--- config.mk ---
export PLATFORM = sky130hd
export DESIGN_NAME = execute_stage
export DESIGN_NICKNAME = d
export VERILOG_FILES = /design/src/rtl/execute_stage_pkg.sv /design/src/rtl/execute_stage_ex_mem.sv /design/src/rtl/execute_stage.sv
export SDC_FILE = /design/constraint.sdc
export NUM_CORES = 1
export LEC_CHECK = 0
export BUFFER_PORTS_ARGS = -buffer_cell sky130_fd_sc_hd__buf_2
export CAP_MARGIN = 20
export CORE_ASPECT_RATIO = 1.25
export CORE_MARGIN = 5
export CORE_UTILIZATION = 25
export CTS_CLUSTER_SIZE = 40
export DETAILED_ROUTE_END_ITERATION = 16
export GPL_TIMING_DRIVEN = 0
export PLACE_DENSITY_LB_ADDON = 0.12
export RECOVER_POWER = 25
export SLEW_MARGIN = 20
export SYNTH_ARGS = -nofsm -noshare
export SYNTH_HDL_FRONTEND = slang
export SYNTH_SLANG_ARGS = --single-unit
export TNS_END_PERCENT = 10
--- constraint.sdc ---
create_clock -name clk -period 10.9 [get_ports clk]
set_clock_uncertainty 0.15 [all_clocks]
set_input_delay 2.18 -clock clk [delete_from_list [all_inputs] [get_ports clk]]
set_output_delay 2.18 -clock clk [all_outputs]
set_load 0.005 [all_outputs]
--- src/rtl/execute_stage_pkg.sv ---
// Shared MIPS EX-stage definitions: aluop/funct codes, internal ALU selects,
// control-bit indices and the signed-overflow helper.
package execute_stage_pkg;

  localparam logic [1:0] ALUOP_ADD   = 2'b00;
  localparam logic [1:0] ALUOP_SUB   = 2'b01;
  localparam logic [1:0] ALUOP_FUNCT = 2'b10;

  localparam logic [5:0] FUNCT_ADD = 6'b100000;
  localparam logic [5:0] FUNCT_SUB = 6'b100010;
  localparam logic [5:0] FUNCT_AND = 6'b100100;
  localparam logic [5:0] FUNCT_OR  = 6'b100101;
  localparam logic [5:0] FUNCT_SLT = 6'b101010;

  localparam int WB_REGWRITE = 1;
  localparam int WB_MEMTOREG = 0;
  localparam int M_BRANCH    = 2;
  localparam int M_MEMREAD   = 1;
  localparam int M_MEMWRITE  = 0;

  typedef enum logic [2:0] {
    ALU_ADD  = 3'd0,
    ALU_SUB  = 3'd1,
    ALU_AND  = 3'd2,
    ALU_OR   = 3'd3,
    ALU_SLT  = 3'd4,
    ALU_ZERO = 3'd5
  } alu_sel_e;

  // Two's-complement overflow from operand/result sign bits; sub flips the B sign.
  function automatic logic signed_ovf(input logic is_sub, input logic a_msb,
                                      input logic b_msb, input logic r_msb);
    logic b_eff;
    b_eff = b_msb ^ is_sub;
    return (a_msb == b_eff) && (r_msb != a_msb);
  endfunction

endpackage

--- src/rtl/execute_stage_ex_mem.sv ---
// EX/MEM pipeline latch: async reset clears everything; flush inserts a bubble
// (controls cleared, data loads) and wins over stall, which holds all fields.
module execute_stage_ex_mem #(
  parameter int DW = 32,
  parameter int RW = 5
) (
  input  logic          clk_i,
  input  logic          rst_i,
  input  logic          stall_i,
  input  logic          flush_i,
  input  logic [1:0]    wb_i,
  input  logic [2:0]    m_i,
  input  logic [DW-1:0] target_i,
  input  logic          zero_i,
  input  logic [DW-1:0] alu_i,
  input  logic [DW-1:0] rdata2_i,
  input  logic [RW-1:0] dest_i,
  input  logic          ovf_i,
  output logic [1:0]    wb_o,
  output logic [2:0]    m_o,
  output logic [DW-1:0] target_o,
  output logic          zero_o,
  output logic [DW-1:0] alu_o,
  output logic [DW-1:0] rdata2_o,
  output logic [RW-1:0] dest_o,
  output logic          ovf_o
);

  logic [1:0]    wb_q,     wb_d;
  logic [2:0]    m_q,      m_d;
  logic [DW-1:0] target_q, target_d;
  logic          zero_q,   zero_d;
  logic [DW-1:0] alu_q,    alu_d;
  logic [DW-1:0] rdata2_q, rdata2_d;
  logic [RW-1:0] dest_q,   dest_d;
  logic          ovf_q,    ovf_d;

  // Next-state: bubble on flush, hold on stall, otherwise load.
  always_comb begin
    wb_d     = wb_q;
    m_d      = m_q;
    target_d = target_q;
    zero_d   = zero_q;
    alu_d    = alu_q;
    rdata2_d = rdata2_q;
    dest_d   = dest_q;
    ovf_d    = ovf_q;
    if (flush_i || !stall_i) begin
      target_d = target_i;
      zero_d   = zero_i;
      alu_d    = alu_i;
      rdata2_d = rdata2_i;
      dest_d   = dest_i;
      if (flush_i) begin
        wb_d  = 2'b00;
        m_d   = 3'b000;
        ovf_d = 1'b0;
      end else begin
        wb_d  = wb_i;
        m_d   = m_i;
        ovf_d = ovf_i;
      end
    end else begin
      ovf_d = ovf_q;
    end
  end

  // Latch registers with asynchronous clear.
  always_ff @(posedge clk_i or posedge rst_i) begin
    if (rst_i) begin
      wb_q     <= 2'b00;
      m_q      <= 3'b000;
      target_q <= {DW{1'b0}};
      zero_q   <= 1'b0;
      alu_q    <= {DW{1'b0}};
      rdata2_q <= {DW{1'b0}};
      dest_q   <= {RW{1'b0}};
      ovf_q    <= 1'b0;
    end else begin
      wb_q     <= wb_d;
      m_q      <= m_d;
      target_q <= target_d;
      zero_q   <= zero_d;
      alu_q    <= alu_d;
      rdata2_q <= rdata2_d;
      dest_q   <= dest_d;
      ovf_q    <= ovf_d;
    end
  end

  assign wb_o     = wb_q;
  assign m_o      = m_q;
  assign target_o = target_q;
  assign zero_o   = zero_q;
  assign alu_o    = alu_q;
  assign rdata2_o = rdata2_q;
  assign dest_o   = dest_q;
  assign ovf_o    = ovf_q;

endmodule

--- src/rtl/execute_stage.sv ---
// MIPS EX stage: ALU control, ALU, dest mux, branch-target adder, EX/MEM latch.
// Optional EXECUTE_OVF_TRAP_EN: signed overflow on funct add/sub sets ovf and suppresses regwrite.
module execute_stage
  import execute_stage_pkg::*;
#(
  parameter int DW = 32,
  parameter int RW = 5
) (
  input  logic          clk,
  input  logic          rst,
  input  logic          stall,
  input  logic          flush,
  input  logic [1:0]    wb_ctl,
  input  logic [2:0]    m_ctl,
  input  logic          regdst,
  input  logic          alusrc,
  input  logic [1:0]    aluop,
  input  logic [DW-1:0] npc,
  input  logic [DW-1:0] rdata1,
  input  logic [DW-1:0] rdata2,
  input  logic [DW-1:0] sign_ext,
  input  logic [RW-1:0] instr_2016,
  input  logic [RW-1:0] instr_1511,
  output logic [1:0]    wb_ctlout,
  output logic          branch,
  output logic          memread,
  output logic          memwrite,
  output logic [DW-1:0] add_result,
  output logic          zero,
  output logic [DW-1:0] alu_result,
  output logic [DW-1:0] rdata2out,
  output logic [RW-1:0] five_bit_muxout,
  output logic          ovf
);

  alu_sel_e      alu_sel_s;
  logic [DW-1:0] operand_b_s;
  logic [DW-1:0] sum_s;
  logic [DW-1:0] diff_s;
  logic [DW-1:0] alu_res_s;
  logic          zero_s;
  logic [RW-1:0] dest_s;
  logic [DW-1:0] target_s;
  logic          ovf_s;
  logic [1:0]    wb_ex_s;
  logic [2:0]    m_out_s;

  // ALU control: reserved aluop and unknown funct map to a forced-zero result.
  always_comb begin
    alu_sel_s = ALU_ZERO;
    case (aluop)
      ALUOP_ADD: alu_sel_s = ALU_ADD;
      ALUOP_SUB: alu_sel_s = ALU_SUB;
      ALUOP_FUNCT: begin
        case (sign_ext[5:0])
          FUNCT_ADD: alu_sel_s = ALU_ADD;
          FUNCT_SUB: alu_sel_s = ALU_SUB;
          FUNCT_AND: alu_sel_s = ALU_AND;
          FUNCT_OR:  alu_sel_s = ALU_OR;
          FUNCT_SLT: alu_sel_s = ALU_SLT;
          default:   alu_sel_s = ALU_ZERO;
        endcase
      end
      default: alu_sel_s = ALU_ZERO;
    endcase
  end

  assign operand_b_s = alusrc ? sign_ext : rdata2;
  assign sum_s       = rdata1 + operand_b_s;
  assign diff_s      = rdata1 - operand_b_s;

  // ALU datapath.
  always_comb begin
    alu_res_s = {DW{1'b0}};
    case (alu_sel_s)
      ALU_ADD:  alu_res_s = sum_s;
      ALU_SUB:  alu_res_s = diff_s;
      ALU_AND:  alu_res_s = rdata1 & operand_b_s;
      ALU_OR:   alu_res_s = rdata1 | operand_b_s;
      ALU_SLT:  alu_res_s = {{(DW-1){1'b0}}, ($signed(rdata1) < $signed(operand_b_s))};
      default:  alu_res_s = {DW{1'b0}};
    endcase
  end

  assign zero_s   = (alu_res_s == {DW{1'b0}});
  assign dest_s   = regdst ? instr_1511 : instr_2016;
  assign target_s = npc + (sign_ext << 2);

`ifdef EXECUTE_OVF_TRAP_EN
  // Only R-type add/sub trap; lw/sw/beq address and compare math never does.
  always_comb begin
    ovf_s = 1'b0;
    if (aluop == ALUOP_FUNCT && alu_sel_s == ALU_ADD) begin
      ovf_s = signed_ovf(1'b0, rdata1[DW-1], operand_b_s[DW-1], sum_s[DW-1]);
    end else if (aluop == ALUOP_FUNCT && alu_sel_s == ALU_SUB) begin
      ovf_s = signed_ovf(1'b1, rdata1[DW-1], operand_b_s[DW-1], diff_s[DW-1]);
    end else begin
      ovf_s = 1'b0;
    end
  end
  assign wb_ex_s = {wb_ctl[WB_REGWRITE] & ~ovf_s, wb_ctl[WB_MEMTOREG]};
`else
  assign ovf_s   = 1'b0;
  assign wb_ex_s = wb_ctl;
`endif

  execute_stage_ex_mem #(.DW(DW), .RW(RW)) u_ex_mem (
    .clk_i    (clk),
    .rst_i    (rst),
    .stall_i  (stall),
    .flush_i  (flush),
    .wb_i     (wb_ex_s),
    .m_i      (m_ctl),
    .target_i (target_s),
    .zero_i   (zero_s),
    .alu_i    (alu_res_s),
    .rdata2_i (rdata2),
    .dest_i   (dest_s),
    .ovf_i    (ovf_s),
    .wb_o     (wb_ctlout),
    .m_o      (m_out_s),
    .target_o (add_result),
    .zero_o   (zero),
    .alu_o    (alu_result),
    .rdata2_o (rdata2out),
    .dest_o   (five_bit_muxout),
    .ovf_o    (ovf)
  );

  assign branch   = m_out_s[M_BRANCH];
  assign memread  = m_out_s[M_MEMREAD];
  assign memwrite = m_out_s[M_MEMWRITE];

endmodule

## After elaboration in Yosys (flattened, before gate mapping)

Cells that the tools add are included.

- Register bits after elaboration: 107
- Input bits: 151
- Output and inout bits: 108
- Logic and storage cells: 36

- Add/sub/neg operators: 3
- Magnitude comparators: 1
- Equality and inequality tests: 11
- Muxes and demuxes: 7
- Bitwise operators: 2
- Reduce and logical (&&, ||, !) cells: 5

Operator list:

| kind | number |
|---|---|
| 32-bit one-hot mux with 5 select lines | 1 |
| 32-bit adder | 2 |
| 32-bit AND | 1 |
| 32-bit logical NOT | 1 |
| 32-bit less-than comparator | 1 |
| 32-bit 2-to-1 mux | 1 |
| 32-bit bitwise OR | 1 |
| 32-bit subtractor | 1 |
| 6-bit == test, second input constant | 5 |
| 3-bit one-hot mux with 5 select lines | 1 |
| 3-bit one-hot mux with 3 select lines | 1 |
| 3-bit by 2-bit == test with 1-bit output, second input constant | 2 |
| 5-bit 2-to-1 mux | 1 |
| 3-bit by 1-bit == test with 1-bit output, second input constant | 1 |
| 3-bit == test, second input constant | 1 |
| 3-bit logical NOT | 1 |
| 3-bit 2-to-1 mux | 1 |
| 2-bit by 1-bit == test with 1-bit output, second input constant | 1 |
| 2-bit == test, second input constant | 1 |
| 2-bit logical NOT | 1 |
| 2-bit 2-to-1 mux | 1 |
| 1-bit logical NOT | 1 |
| 1-bit logical OR | 1 |

## Logic depth before layout (Yosys ltp)

Gate-level depths: netlist (run 1).

- Word-level depth: 6
- Gate-level depth with buffers: 18

## Hierarchy

Synthesis (run 1) repeated with hierarchy kept, for this count alone.

- Cell total of the unflattened synthesis: 1285
- Area, all modules: 11811.3 um^2

By module, submodules not included:

| module | times used | cells each | area an instance (um^2) | sequential area each (um^2) |
|---|---|---|---|---|
| execute_stage | 1 | 1049 | 7353.3 | 0.0 |
| execute_stage_ex_mem | 1 | 236 | 4458.0 | 2702.6 |

## Least setup slack after synthesis (run 1)

OpenSTA, ideal clock, no wires.

- Path type: in2reg
- Start point: in alusrc
- End point: reg u_ex_mem.zero_q (netlist: u_ex_mem.zero_o)
- Setup time: 0.077 ns
- Arrival time: 6.507 ns
- Path slack: 4.167 ns
- Cell stages on the path: 18
- Buffers on the path: 2
- Cells stage by stage: clkbuf_1 -> buf_1 -> mux2i_1 -> inv_1 -> ha_1 -> inv_1 -> fa_1 -> nand2b_4 -> a2111o_1 -> a21oi_2 -> o21ai_2 -> a221o_1 -> a21oi_1 -> o2111ai_1 -> or3_1 -> or4b_1 -> or4_1 -> o21ai_1

- Longest elaborated chain between the ends: 4
- Elaborated cells on any way between the ends: 8

Ends and longest elaborated chain:

| element | RTL line | source |
|---|---|---|
| from (decl) | execute_stage.sv:16 | `input logic alusrc,` |
| 32-bit 2-to-1 mux * | execute_stage.sv:68 | `assign operand_b_s = alusrc ? sign_ext : rdata2;` |
| 32-bit subtractor, or another cell as far along | execute_stage.sv:70 | `assign diff_s = rdata1 - operand_b_s;` |
| 32-bit one-hot mux with 5 select lines * | execute_stage.sv:75 | `case (alu_sel_s)` |
| 32-bit logical NOT * | execute_stage.sv:85 | `assign zero_s = (alu_res_s == {DW{1'b0}});` |
| to (signal assigned) | execute_stage_ex_mem.sv:83 | `zero_q <= zero_d;` |
| to (decl) | execute_stage_ex_mem.sv:32 | `logic zero_q, zero_d;` |

Every way passes the cells marked *; elsewhere a longest branch is shown, timed or not.
A chain may end at the register's enable or synchronous reset.

## Worst setup path after layout (run 1)

Same ends and word-level chain as after synthesis.

==> insert_results.sql, run 1 <==
INSERT INTO impl_metrics (metric_group, metric, value, unit) VALUES
('logic_synthesis', 'fraction_of_synthesized_cell_area_in_xor_and_xnor_cells', '0.0270', ''),
('routing', 'route.detailed.vias_per_inst', '5.06', ''),
('logic_synthesis', 'synth_fa_ha_area_frac', '0.159', ''),
('clocking', 'clk_pin_slew', '80', 'ps'),
('global_route', 'global_routing_usage_summed_across_all_routing_layers', '0.204', ''),
('worst_setup_path', 'reg2reg_setup_slack', '9990', 'ps'),
('global_route', 'global_route.overflow_total', '0', ''),
('placement', 'dp.cells', '2312', ''),
('logic_synthesis', 'post_synth_inst_count', '1480', ''),
('finish', 'final_cell_count_no_fill', '2329', ''),
('finish', 'finalNetCount', '2039', ''),
('power_and_ir_drop', 'power.ir.vdd_worst', '91.6', 'uV'),
('logic_synthesis', 'main_combinational_cell_family_by_area_after_synthesis', 'compound AO/OA/AOI/OAI gates', ''),
('clocking', 'tritoncts_num_sinks', '107', ''),
('timing', 'totalNegativeSetupSlack', '0', 'ps'),
('clocking', 'clock_latency_at_the_later_pin_of_the_worst_skew_pair', '410', 'ps'),
('floorplan', 'design.die.area', '49800', 'sq um'),
('logic_synthesis', 'seq_area_frac_synth', '0.236', ''),
('placement', 'gpl.final_weighted_congestion', '0.924', ''),
('finish', 'post_route_cells_drive_above_1_share', '0.181', ''),
('clocking', 'clk_root_buffer_cell', 'clkbuf_16', ''),
('routing', 'wl_per_cell', '22.5', 'microns'),
('logic_synthesis', 'asyncSetResetFlopFracSynth', '1.00', ''),
('worst_hold_path', 'holdCritPathClass', 'reg -> reg', ''),
('worst_hold_path', 'worstHoldEndpoint', 'u_ex_mem.rdata2_o[30]', ''),
('worst_setup_path', 'worst_ep_arrival_time', '8310', 'ps'),
('logic_synthesis', 'yosys.area.top_type', 'dfrtp_1', ''),
('worst_setup_path', 'critical_path_start_end_classification', 'in -> reg', ''),
('worst_setup_path', 'timing.critical_path.from_type', 'primary input', ''),
('timing', 'final_max_slew_viol_count', '110', ''),
('worst_setup_path', 'worst_ep_required_time', '11090', 'ps'),
('routing', 'antenna_left', '0', ''),
('finish', 'final.fill_count', '5096', ''),
('floorplan', 'ioPinCount', '259', ''),
('logic_synthesis', 'syn_avg_cell_area', '7.68', 'sq um'),
('timing', 'tightest_slew', '3360', 'ps'),
('power_and_ir_drop', 'sw_frac_of_total', '0.419', ''),
('logic_synthesis', 'top_ff_cell_synth', 'dfrtp_1', ''),
('timing', 'final.period_utilization', '0.744', ''),
('clocking', 'buffer_depth_of_the_longest_clock_path', '2', ''),
('timing', 'maxSlewHeadroom', '-1.24', ''),
('logic_synthesis', 'post_synthesis_compound_gate_area_fraction', '0.260', ''),
('logic_synthesis', 'synthTopCellsByCount', '193 x nand2_1, 171 x nor2_1, 140 x ha_1', ''),
('clocking', 'total_of_cells_resized_after_clock_tree_synthesis', '0', ''),
('floorplan', 'core', '45100', 'sq um'),
('power_and_ir_drop', 'power_density', '116', 'nW/um^2'),
('floorplan', 'die_width', '201', 'microns'),
('power_and_ir_drop', 'power_frac_comb', '0.444', ''),
('finish', 'area_growth', '20.5', '%'),
('power_and_ir_drop', 'reported_net_switching_power', '0.665', 'mW'),
('outcome', 'violations', 'capacitance limit, slew limit', ''),
('logic_synthesis', 'synth_top_area_frac', '0.236', ''),
('logic_synthesis', 'synth_area', '11400', 'sq um'),
('placement', 'detailed_place_hpwl', '43600', 'microns'),
('flow_run', 'drv_cap', '2', ''),
('worst_setup_path', 'path_max_fanout', '10', ''),
('floorplan', 'die_h', '248', 'microns'),
('placement', 'numPortBuffers', '253', ''),
('logic_synthesis', 'ys_ff_latch', '107', ''),
('worst_setup_path', 'rr_endpoint', 'u_ex_mem.alu_o[11]', ''),
('logic_synthesis', 'yosys_warnings', '0', ''),
('logic_synthesis', 'synth_top_cells_by_area', 'dfrtp_1 24%, ha_1 15%, nand2_1 6.4%', ''),
('global_route', 'grt_start_max_net_pins', '58', ''),
('logic_synthesis', 'yosys.area_share.simple', '0.212', ''),
('routing', 'drtPass1Iterations', '5', ''),
('global_route', 'antenna_found_initial', '2', ''),
('global_route', 'grt_pass1_vias', '11800', ''),
('clocking', 'tritoncts', 'built', ''),
('logic_synthesis', 'synth.mux.area_fraction', '0.0442', ''),
('global_route', 'grt_pass1_wl', '76600', 'microns'),
('outcome', 'run_status', 'complete, but fails checks', '');
==> critical path, cell delays in order <==
cell,delay (ps)
clkbuf_1,190
buf_1,760
mux2i_1,720
inv_1,140
ha_1,240
inv_1,80
fa_1,290
nand2b_4,70
a2111o_1,480
a21oi_2,350
o41a_1,230
o2111ai_1,110
a22oi_1,460
nand4_1,250
or3_1,470
or4b_1,550
or4_1,550
o21ai_1,140
==> registers in the layout, summed over array words and instances (netlist names) <==
name	cells
u_ex_mem.alu_o	32
u_ex_mem.dest_o	5
u_ex_mem.m_o	3
u_ex_mem.rdata2_o	32
u_ex_mem.target_o	32
u_ex_mem.wb_o	2
u_ex_mem.zero_o	1
==> cell type report <==
| cell class | instances | area, sq um | share of cell area |
|---|---|---|---|
| multi-input cells | 1198 | 7980 | 0.583 |
| diodes | 1 | 2.50 | 0.000183 |
| inverters | 99 | 373 | 0.0272 |
| flip-flops and latches | 107 | 2680 | 0.196 |
| plain buffers | 76 | 334 | 0.0244 |
| well taps | 578 | 723 | 0.0528 |
| clock buffers | 12 | 267 | 0.0195 |
| repair buffers | 254 | 1270 | 0.0928 |
| clock inverters | 4 | 61.3 | 0.00448 |
==> worst max-delay path by stage <==
stage | from | end | slack [ps]
CTS | alusrc | u_ex_mem.zero_o | 2810
global placement | alusrc | u_ex_mem.zero_o | 2330
global route | alusrc | u_ex_mem.zero_o | 2620
floorplan | alusrc | u_ex_mem.zero_o | 4170
finish | alusrc | u_ex_mem.zero_o | 2790
detailed placement | alusrc | u_ex_mem.zero_o | 2390
==> power by group through the flow <==
stage                     clock [mW]  combinational, mW  sequential, mW
after floorplan                    0              0.411           0.499
after global placement             0              0.711           0.494
after detailed placement           0              0.714           0.495
after CTS                      0.410              0.717           0.488
after global routing           0.420              0.780           0.496
final                          0.395              0.705           0.487
==> stage by stage <==
stage	hold WS (ps)	util	setup WS, ps	power, mW	area (sq um)
2_1_floorplan	313	-	4170	0.910	11400
3_3_place_gp	298	0.296	2330	1.21	13400
3_5_place_dp	302	0.297	2390	1.21	13400
4_1_cts	322	0.304	2810	1.62	13700
5_1_grt	350	0.304	2620	1.70	13700
6_report	313	0.304	2790	1.59	13700
==> metal layers <==
layer | share of wire | track usage
met2 | 0.52 | 0.377
met5 | 0 | 0
met1 | 0.41 | 0.242
met4 | 0.030 | 0.0715
met3 | 0.040 | 0.0301
==> layout by cell type (no fill, tap or decap), types with 20 or more instances in the layout <==
cell type	Yosys	final
buf_2	8	262
nand2_1	193	193
nor2_1	171	171
ha_1	140	140
a21oi_1	137	137
dfrtp_1	107	107
inv_1	99	98
o21ai_0	75	75
clkbuf_1	50	51
mux2i_1	49	49
a31oi_1	22	22
nor3_1	21	21
a21o_1	21	21
a211oi_1	21	21
nand2b_1	20	20
nor2b_1	20	20
==> cell families after synthesis <==
logic type | Yosys count
buf+inv | 175
fa+ha+maj | 143
other cells | 1
mux | 50
xor+xnor | 35
flops | 107
simple gates | 527
compound gates | 442
No activity file was read; power rests on OpenSTA's default activity.
==> run 2: changes to the inputs <==
ABC_AREA = 1   (was default)
clock period = 8.2 ns   (was 10.9 ns; I/O delays follow)
==> run 2 against run 1 <==
Compared with the run above:
- the flow still finishes with violations (capacitance limit, slew limit)
- routed wire length is 11% higher
- non-clock buffer count is 13 lower
- design area is 7.9% higher
- critical path type is now in -> async
- critical endpoint is now u_ex_mem.rdata2_o[2]
- largest power group unchanged
- highest routed layer unchanged
==> insert_results.sql, run 2 <==
INSERT INTO impl_metrics (metric_group, metric, value, unit) VALUES
('clocking', 'tritoncts', 'built', ''),
('placement', 'detailed_place_hpwl', '49800', 'microns'),
('clocking', 'total_of_cells_resized_after_clock_tree_synthesis', '0', ''),
('worst_setup_path', 'cp_slowest_cell', 'clkbuf_1', ''),
('clocking', 'clock_latency_at_the_later_pin_of_the_worst_skew_pair', '370', 'ps'),
('clocking', 'htreeDepth', '3', ''),
('finish', 'multi_input_area', '8200', 'sq um'),
('worst_setup_path', 'critPathCaptureType', 'async pin', ''),
('finish', 'regArea', '2680', 'sq um'),
('routing', 'totalWireLength', '58300', 'microns'),
('logic_synthesis', 'synthTopCellsByCount', '714 x nand2_1, 310 x inv_1, 214 x nor2_1', ''),
('timing', 'unrepaired_setup_endpoints_after_global_routing', 'no', ''),
('routing', 'wl_per_cell', '19.5', 'microns'),
('floorplan', 'core', '49200', 'sq um'),
('floorplan', 'design.die.area', '54100', 'sq um'),
('routing', 'drtPass1Iterations', '8', ''),
('worst_setup_path', 'worst_ep_arrival_time', '5530', 'ps'),
('logic_synthesis', 'seq_area_frac_synth', '0.216', ''),
('routing', 'vias', '14000', ''),
('timing', 'fmaxAchievable', '171', 'MHz'),
('worst_setup_path', 'worst_ep_required_time', '7890', 'ps'),
('timing', 'timing.final.setup_violations', '0', ''),
('routing', 'drt_drc_violations_left', '0', ''),
('global_route', 'met3_track_usage_gr', '0.0301', ''),
('power_and_ir_drop', 'power.ir.vdd_worst', '86.7', 'uV'),
('clocking', 'clk_root_buffer_cell', 'clkbuf_16', ''),
('logic_synthesis', 'yosys_warnings', '0', ''),
('worst_hold_path', 'min-delay-start', 'u_ex_mem.wb_o[0]', ''),
('worst_hold_path', 'holdCritPathClass', 'reg -> reg', ''),
('finish', 'final_common_cell', 'nand2_1', ''),
('outcome', 'violations', 'capacitance limit, slew limit', ''),
('global_route', 'global_route.overflow_total', '0', ''),
('outcome', 'run_status', 'complete, but fails checks', ''),
('worst_setup_path', 'reg2reg_setup_slack', '7290', 'ps'),
('logic_synthesis', 'synth_area', '12400', 'sq um'),
('worst_setup_path', 'crit_path_end', 'u_ex_mem.rdata2_o[2]', ''),
('global_route', 'global_routing_usage_summed_across_all_routing_layers', '0.209', ''),
('logic_synthesis', 'synth.net_count', '2366', ''),
('clocking', 'tritoncts_num_sinks', '107', ''),
('finish', 'layout.cells.most_common_list', '714 x nand2_1, 309 x inv_1, 273 x buf_2', ''),
('routing', 'route.detailed.vias_per_inst', '4.66', ''),
('timing', 'tightest_slew', '2910', 'ps'),
('global_route', 'gr-usage-met1', '0.250', ''),
('worst_setup_path', 'worst_stage_delay_on_the_critical_path', '2130', 'ps'),
('logic_synthesis', 'post_synth_inst_count', '2072', ''),
('logic_synthesis', 'yosys.area.top_type', 'nand2_1', ''),
('global_route', 'grt_pass1_vias', '13900', ''),
('logic_synthesis', 'syn_avg_cell_area', '5.97', 'sq um'),
('clocking', 'post_cts_hold_buffer_count', '0', ''),
('logic_synthesis', 'yosysMostFrequentCell', 'nand2_1', ''),
('routing', 'antenna_left', '0', ''),
('clocking', 'post-cts-setup-buffers', '0', ''),
('floorplan', 'die_h', '259', 'microns'),
('global_route', 'globalRouteMet2Util', '0.394', ''),
('logic_synthesis', 'post_synth_edffs', '0', ''),
('clocking', 'cts_made_buffers', '9', ''),
('floorplan', 'die_width', '209', 'microns'),
('timing', 'totalNegativeSetupSlack', '0', 'ps'),
('placement', 'gpl.final_weighted_congestion', '0.953', ''),
('global_route', 'antenna_found_initial', '1', ''),
('worst_setup_path', 'rr_endpoint', 'u_ex_mem.alu_o[13]', ''),
('power_and_ir_drop', 'power_density', '140', 'nW/um^2'),
('finish', 'finalNetCount', '2632', ''),
('worst_setup_path', 'path_max_fanout', '58', ''),
('logic_synthesis', 'synth_top_area_frac', '0.217', ''),
('power_and_ir_drop', 'power.leakage', '8.45', 'nW'),
('power_and_ir_drop', 'total_power', '2.07', 'mW'),
('floorplan', 'ioPinCount', '259', ''),
('timing', 'final-hold-violation-count', '0', ''),
('finish', 'post_route_cells_drive_above_1_share', '0.147', ''),
('flow_run', 'drv_cap', '2', ''),
('worst_setup_path', 'critical_path_start_end_classification', 'in -> async', ''),
('global_route', 'grt_start_max_net_pins', '59', ''),
('routing', 'drt_iter0_drc', '791', ''),
('worst_setup_path', 'worstSetupStartpoint', 'rst', ''),
('finish', 'final.fill_count', '5764', ''),
('logic_synthesis', 'top_ff_cell_synth', 'dfrtp_1', ''),
('floorplan', 'rows', '91', ''),
('logic_synthesis', 'synth.distinct_cells', '50', ''),
('finish', 'area_growth', '19.3', '%'),
('worst_setup_path', 'timing.critical_path.from_type', 'primary input', ''),
('global_route', 'grt_pass1_wl', '86600', 'microns'),
('logic_synthesis', 'ys_ff_latch', '107', ''),
('timing', 'final_max_slew_viol_count', '110', ''),
('worst_setup_path', 'worst_r2r_path_depth', '2', ''),
('global_route', 'gr-max-usage-layer', 'met2', ''),
('logic_synthesis', 'synth_top_cells_by_area', 'nand2_1 22%, dfrtp_1 22%, ha_1 14%', ''),
('timing', 'final.period_utilization', '0.713', ''),
('clocking', 'clk_pin_slew', '70', 'ps'),
('worst_setup_path', 'worstReg2RegStart', 'u_ex_mem.alu_o[13]', ''),
('timing', 'min_period', '5840', 'ps'),
('timing', 'maxSlewHeadroom', '-0.938', ''),
('worst_setup_path', 'sequence_of_cells_on_the_critical_path', 'buf_2 -> clkinvlp_2 -> clkbuf_1', ''),
('clocking', 'buffer_depth_of_the_longest_clock_path', '2', ''),
('logic_synthesis', 'asyncSetResetFlopFracSynth', '1.00', ''),
('floorplan', 'floorplan.initialDensity', '0.252', ''),
('placement', 'numPortBuffers', '254', '');
run 2: cell types whose count changed in the layout (fill, tap and decap cells not counted), sizes merged, moves of 20 or more:
cell and change:
nor2b -20, a211oi -21, nor2 +53, mux2i -49
inv +215, nand2b -21, o21ai +27, a21oi -24
nand2 +525, nand3 +132
run 2: worst max-delay path, delay by kind of cell:
kind / cells / cell delay (ps)
buffers and inverters: 3 / 3790
run 2: cells by family after synthesis:
logic type,count (synthesis),synth area share
buf+inv,378,0.121
other cells,1,0.000303
compound gates,264,0.115
xor+xnor,21,0.0149
simple gates,1158,0.387
fa+ha+maj,143,0.146
flops,107,0.216
run 2: cell type report:
| cell class | count | area share |
|---|---|---|
| plain buffers | 62 | 0.0208 |
| clock buffers | 10 | 0.0155 |
| flip-flops and latches | 107 | 0.181 |
| repair buffers | 255 | 0.0863 |
| diodes | 1 | 0.000169 |
| multi-input cells | 1587 | 0.555 |
| clock inverters | 6 | 0.00483 |
| inverters | 316 | 0.0804 |
| well taps | 651 | 0.0552 |
run 2: stage by stage:
step / hold WS [ps] / instances / setup slack [ps] / area (sq um) / utilization
2_1_floorplan: 315 / 2072 / 3590 / 12400 / -
3_3_place_gp: 302 / 2977 / 1830 / 14500 / 0.294
3_5_place_dp: 309 / 2978 / 2020 / 14500 / 0.295
4_1_cts: 329 / 2994 / 2430 / 14800 / 0.301
5_1_grt: 347 / 2994 / 1310 / 14800 / 0.300
6_report: 322 / 2995 / 2360 / 14800 / 0.300
run 2: how the worst min path moves through the flow:
stage          depth (start not counted)  slack, ps                     to
6_report                               2        320       u_ex_mem.wb_o[0]
5_1_grt                                2        350  u_ex_mem.rdata2_o[17]
4_1_cts                                2        330       u_ex_mem.wb_o[0]
3_5_place_dp                           2        310       u_ex_mem.wb_o[0]
3_3_place_gp                           2        300        u_ex_mem.m_o[0]
2_1_floorplan                          2        320        u_ex_mem.m_o[0]
run 2: routing by layer:
| metal | vias up | routed length (microns) |
|---|---|---|
| met5 | - | 0 |
| li1 | 7017 | - |
| met4 | 0 | 1210 |
| met3 | 52 | 2660 |
| met2 | 331 | 30700 |
| met1 | 6558 | 23700 |
run 2: power by group:
| part | total [mW] | switching (mW) | internal [mW] |
|---|---|---|---|
| logic | 0.963 | 0.650 | 0.314 |
| registers | 0.644 | 0.0442 | 0.599 |
| clock network | 0.463 | 0.223 | 0.241 |
==> run 3: changes to the inputs <==
clock period = 4.9 ns   (was 8.2 ns; I/O delays follow)
==> run 3 against run 2 <==
Compared with the run above:
- total power grew 68%
- sequential share of layout area is essentially flat
- the run still ends with capacitance limit, slew limit left
- non-clock buffer count is the same
- sequential power grew 68%
- critical path type is now in -> reg
- design area is essentially flat
- global-route usage is essentially flat
==> insert_results.sql, run 3 (synthesized netlist as in run 2, its figures left out) <==
INSERT INTO impl_metrics (metric_group, metric, value, unit) VALUES
('routing', 'drtPass1Iterations', '5', ''),
('power_and_ir_drop', 'power.leakage', '8.47', 'nW'),
('power_and_ir_drop', 'power_frac_comb', '0.465', ''),
('finish', 'postLayoutCellArea', '14800', 'sq um'),
('global_route', 'grt_start_max_net_pins', '59', ''),
('worst_setup_path', 'worstReg2RegStart', 'u_ex_mem.alu_o[13]', ''),
('worst_setup_path', 'worst_ep_required_time', '5050', 'ps'),
('timing', 'worst_hold_slack', '322', 'ps'),
('timing', 'timing.final.setup_violations', '0', ''),
('placement', 'gpl.final_weighted_congestion', '0.953', ''),
('power_and_ir_drop', 'sw_frac_of_total', '0.443', ''),
('floorplan', 'floorplan.initialDensity', '0.252', ''),
('worst_setup_path', 'worst_r2r_path_depth', '2', ''),
('worst_setup_path', 'worst_ep_arrival_time', '4730', 'ps'),
('finish', 'area_growth', '19.5', '%'),
('floorplan', 'rows', '91', ''),
('outcome', 'run_status', 'complete, but fails checks', ''),
('placement', 'post_place_instance_area', '14500', 'sq um'),
('routing', 'route.detailed.vias_per_inst', '4.67', ''),
('placement', 'numPortBuffers', '254', ''),
('routing', 'wl_per_cell', '19.5', 'microns'),
('worst_setup_path', 'reg2reg_setup_slack', '3980', 'ps'),
('power_and_ir_drop', 'reported_net_switching_power', '1.54', 'mW'),
('finish', 'layout.cells.most_common_list', '714 x nand2_1, 309 x inv_1, 274 x buf_2', ''),
('clocking', 'clk_pin_slew', '80', 'ps'),
('power_and_ir_drop', 'total_power', '3.47', 'mW'),
('power_and_ir_drop', 'power_density', '235', 'nW/um^2'),
('clocking', 'clk_root_buffer_cell', 'clkbuf_16', ''),
('timing', 'fmaxAchievable', '218', 'MHz'),
('flow_run', 'drv_cap', '1', ''),
('placement', 'preCtsSetupSlack', '-623', 'ps'),
('timing', 'post_layout_worst_setup_margin', '319', 'ps'),
('floorplan', 'die_width', '209', 'microns'),
('global_route', 'grt_pass1_vias', '13900', ''),
('power_and_ir_drop', 'internal_power', '1.93', 'mW'),
('worst_hold_path', 'holdCritPathClass', 'reg -> reg', ''),
('routing', 'drt_drc_violations_left', '0', ''),
('timing', 'final-hold-violation-count', '0', ''),
('floorplan', 'design.die.area', '54100', 'sq um'),
('worst_setup_path', 'rr_endpoint', 'u_ex_mem.alu_o[13]', ''),
('clocking', 'clock_latency_at_the_later_pin_of_the_worst_skew_pair', '360', 'ps'),
('floorplan', 'ioPinCount', '259', ''),
('timing', 'min_period', '4580', 'ps'),
('global_route', 'global_routing_usage_summed_across_all_routing_layers', '0.209', ''),
('finish', 'final_common_cell', 'nand2_1', ''),
('clocking', 'tritoncts_num_sinks', '107', ''),
('finish', 'final.fill_count', '5758', ''),
('power_and_ir_drop', 'pwr-share-seq', '0.311', ''),
('outcome', 'violations', 'capacitance limit, slew limit', ''),
('worst_setup_path', 'timing.critical_path.from_type', 'primary input', ''),
('timing', 'final.period_utilization', '0.935', ''),
('timing', 'final_max_slew_viol_count', '59', ''),
('finish', 'final_cell_count_no_fill', '2995', ''),
('timing', 'tightest_slew', '2760', 'ps'),
('worst_hold_path', 'worstHoldEndpoint', 'u_ex_mem.wb_o[0]', ''),
('finish', 'post_route_cells_drive_above_1_share', '0.150', ''),
('global_route', 'antenna_found_initial', '1', ''),
('global_route', 'global_route.overflow_total', '0', ''),
('floorplan', 'core', '49200', 'sq um'),
('routing', 'drt_iter0_drc', '728', ''),
('placement', 'detailed_place_hpwl', '49800', 'microns'),
('routing', 'totalWireLength', '58300', 'microns'),
('timing', 'unrepaired_setup_endpoints_after_global_routing', 'no', ''),
('routing', 'vias', '14000', ''),
('worst_hold_path', 'min-delay-start', 'u_ex_mem.wb_o[0]', ''),
('finish', 'finalNetCount', '2632', ''),
('power_and_ir_drop', 'power.ir.vdd_worst', '144', 'uV'),
('clocking', 'post_cts_hold_buffer_count', '0', ''),
('timing', 'maxSlewHeadroom', '-0.847', ''),
('global_route', 'grt_pass1_wl', '86600', 'microns'),
('clocking', 'cts_made_buffers', '9', ''),
('placement', 'dp.cells', '2978', ''),
('clocking', 'htreeDepth', '3', ''),
('worst_setup_path', 'critPathCaptureType', 'register', ''),
('routing', 'antenna_left', '0', ''),
('power_and_ir_drop', 'share_clk_of_total_power', '0.224', ''),
('clocking', 'tritoncts', 'built', ''),
('worst_setup_path', 'path_max_fanout', '10', ''),
('floorplan', 'die_h', '259', 'microns'),
('worst_setup_path', 'critical_path_start_end_classification', 'in -> reg', ''),
('worst_hold_path', 'worst_hold_path.num_cells', '2', ''),
('clocking', 'buffer_depth_of_the_longest_clock_path', '2', '');
## run 3: cell count changes in the layout (fill, tap and decap cells not counted), sizes merged
cell    before  now
buf        283  284
clkbuf      44   43
## run 3: metrics by stage
stage	setup TNS, ps	utilization
2_1_floorplan	0	-
5_1_grt	0	0.300
6_report	0	0.300
4_1_cts	0	0.301
3_5_place_dp	-1260	0.295
3_3_place_gp	-84570	0.294
## run 3: worst max path at each step
stage                     cells past startpoint           endpoint  slack [ps]   start
after CTS                                    19    u_ex_mem.zero_o           8  alusrc
after floorplan                               1  u_ex_mem.alu_o[0]         950     rst
after detailed placement                     19    u_ex_mem.zero_o        -620  alusrc
after global placement                        2  u_ex_mem.alu_o[7]        -810     rst
final                                        22    u_ex_mem.zero_o         320  alusrc
after global routing                         22    u_ex_mem.zero_o           7  alusrc
## run 3: per-layer routing
metal  up-vias  routed length, microns  part of all wire  global-route usage
li1       7009                       -                 -                   -
met1      6590                   23600              0.41               0.250
met2       336                   30700              0.53               0.394
met3        56                    2730             0.047              0.0301
met4         0                    1250             0.021              0.0484
met5         -                       0                 0                   0
## run 3: worst max-delay path, stage by stage
cell and delay, ps:
clkbuf_1 290, clkbuf_4 330, nand2_1 70, o21ai_0 110
inv_1 110, ha_1 290, fa_1 520, nand2_1 130
nand2_1 80, and2_1 170, nand2_1 70, nand2_1 150
xor2_1 180, nand2_1 70, nand2_1 40, nor2_1 310
nand2_1 100, nor2_1 320, nand4_1 170, nor2_1 110
nand2_1 60, nand2_1 50
## run 3: cell type report
cell class,instances,area [sq um],share of cell area
tap,651,815,0.0551
sequential,107,2680,0.181
antenna,1,2.50,0.000169
buffer,62,319,0.0216
multi-input combinational,1587,8200,0.555
inverter,316,1190,0.0803
timing repair buffer,255,1280,0.0864
clock inverter,6,71.3,0.00483
clock buffer,10,229,0.0155
## run 3: what timing repair did
item	in CTS	in global routing
buffers inserted	0	0
resized for setup	3	16
setup endpoints to repair	1	1
## run 3: power groups by stage
stage / logic [mW] / clock network, mW / registers (mW)
finish: 1.61 / 0.778 / 1.08
global route: 1.81 / 0.839 / 1.09
CTS: 1.63 / 0.811 / 1.08
detailed placement: 1.62 / 0 / 1.09
global placement: 1.61 / 0 / 1.09
floorplan: 0.933 / 0 / 1.09
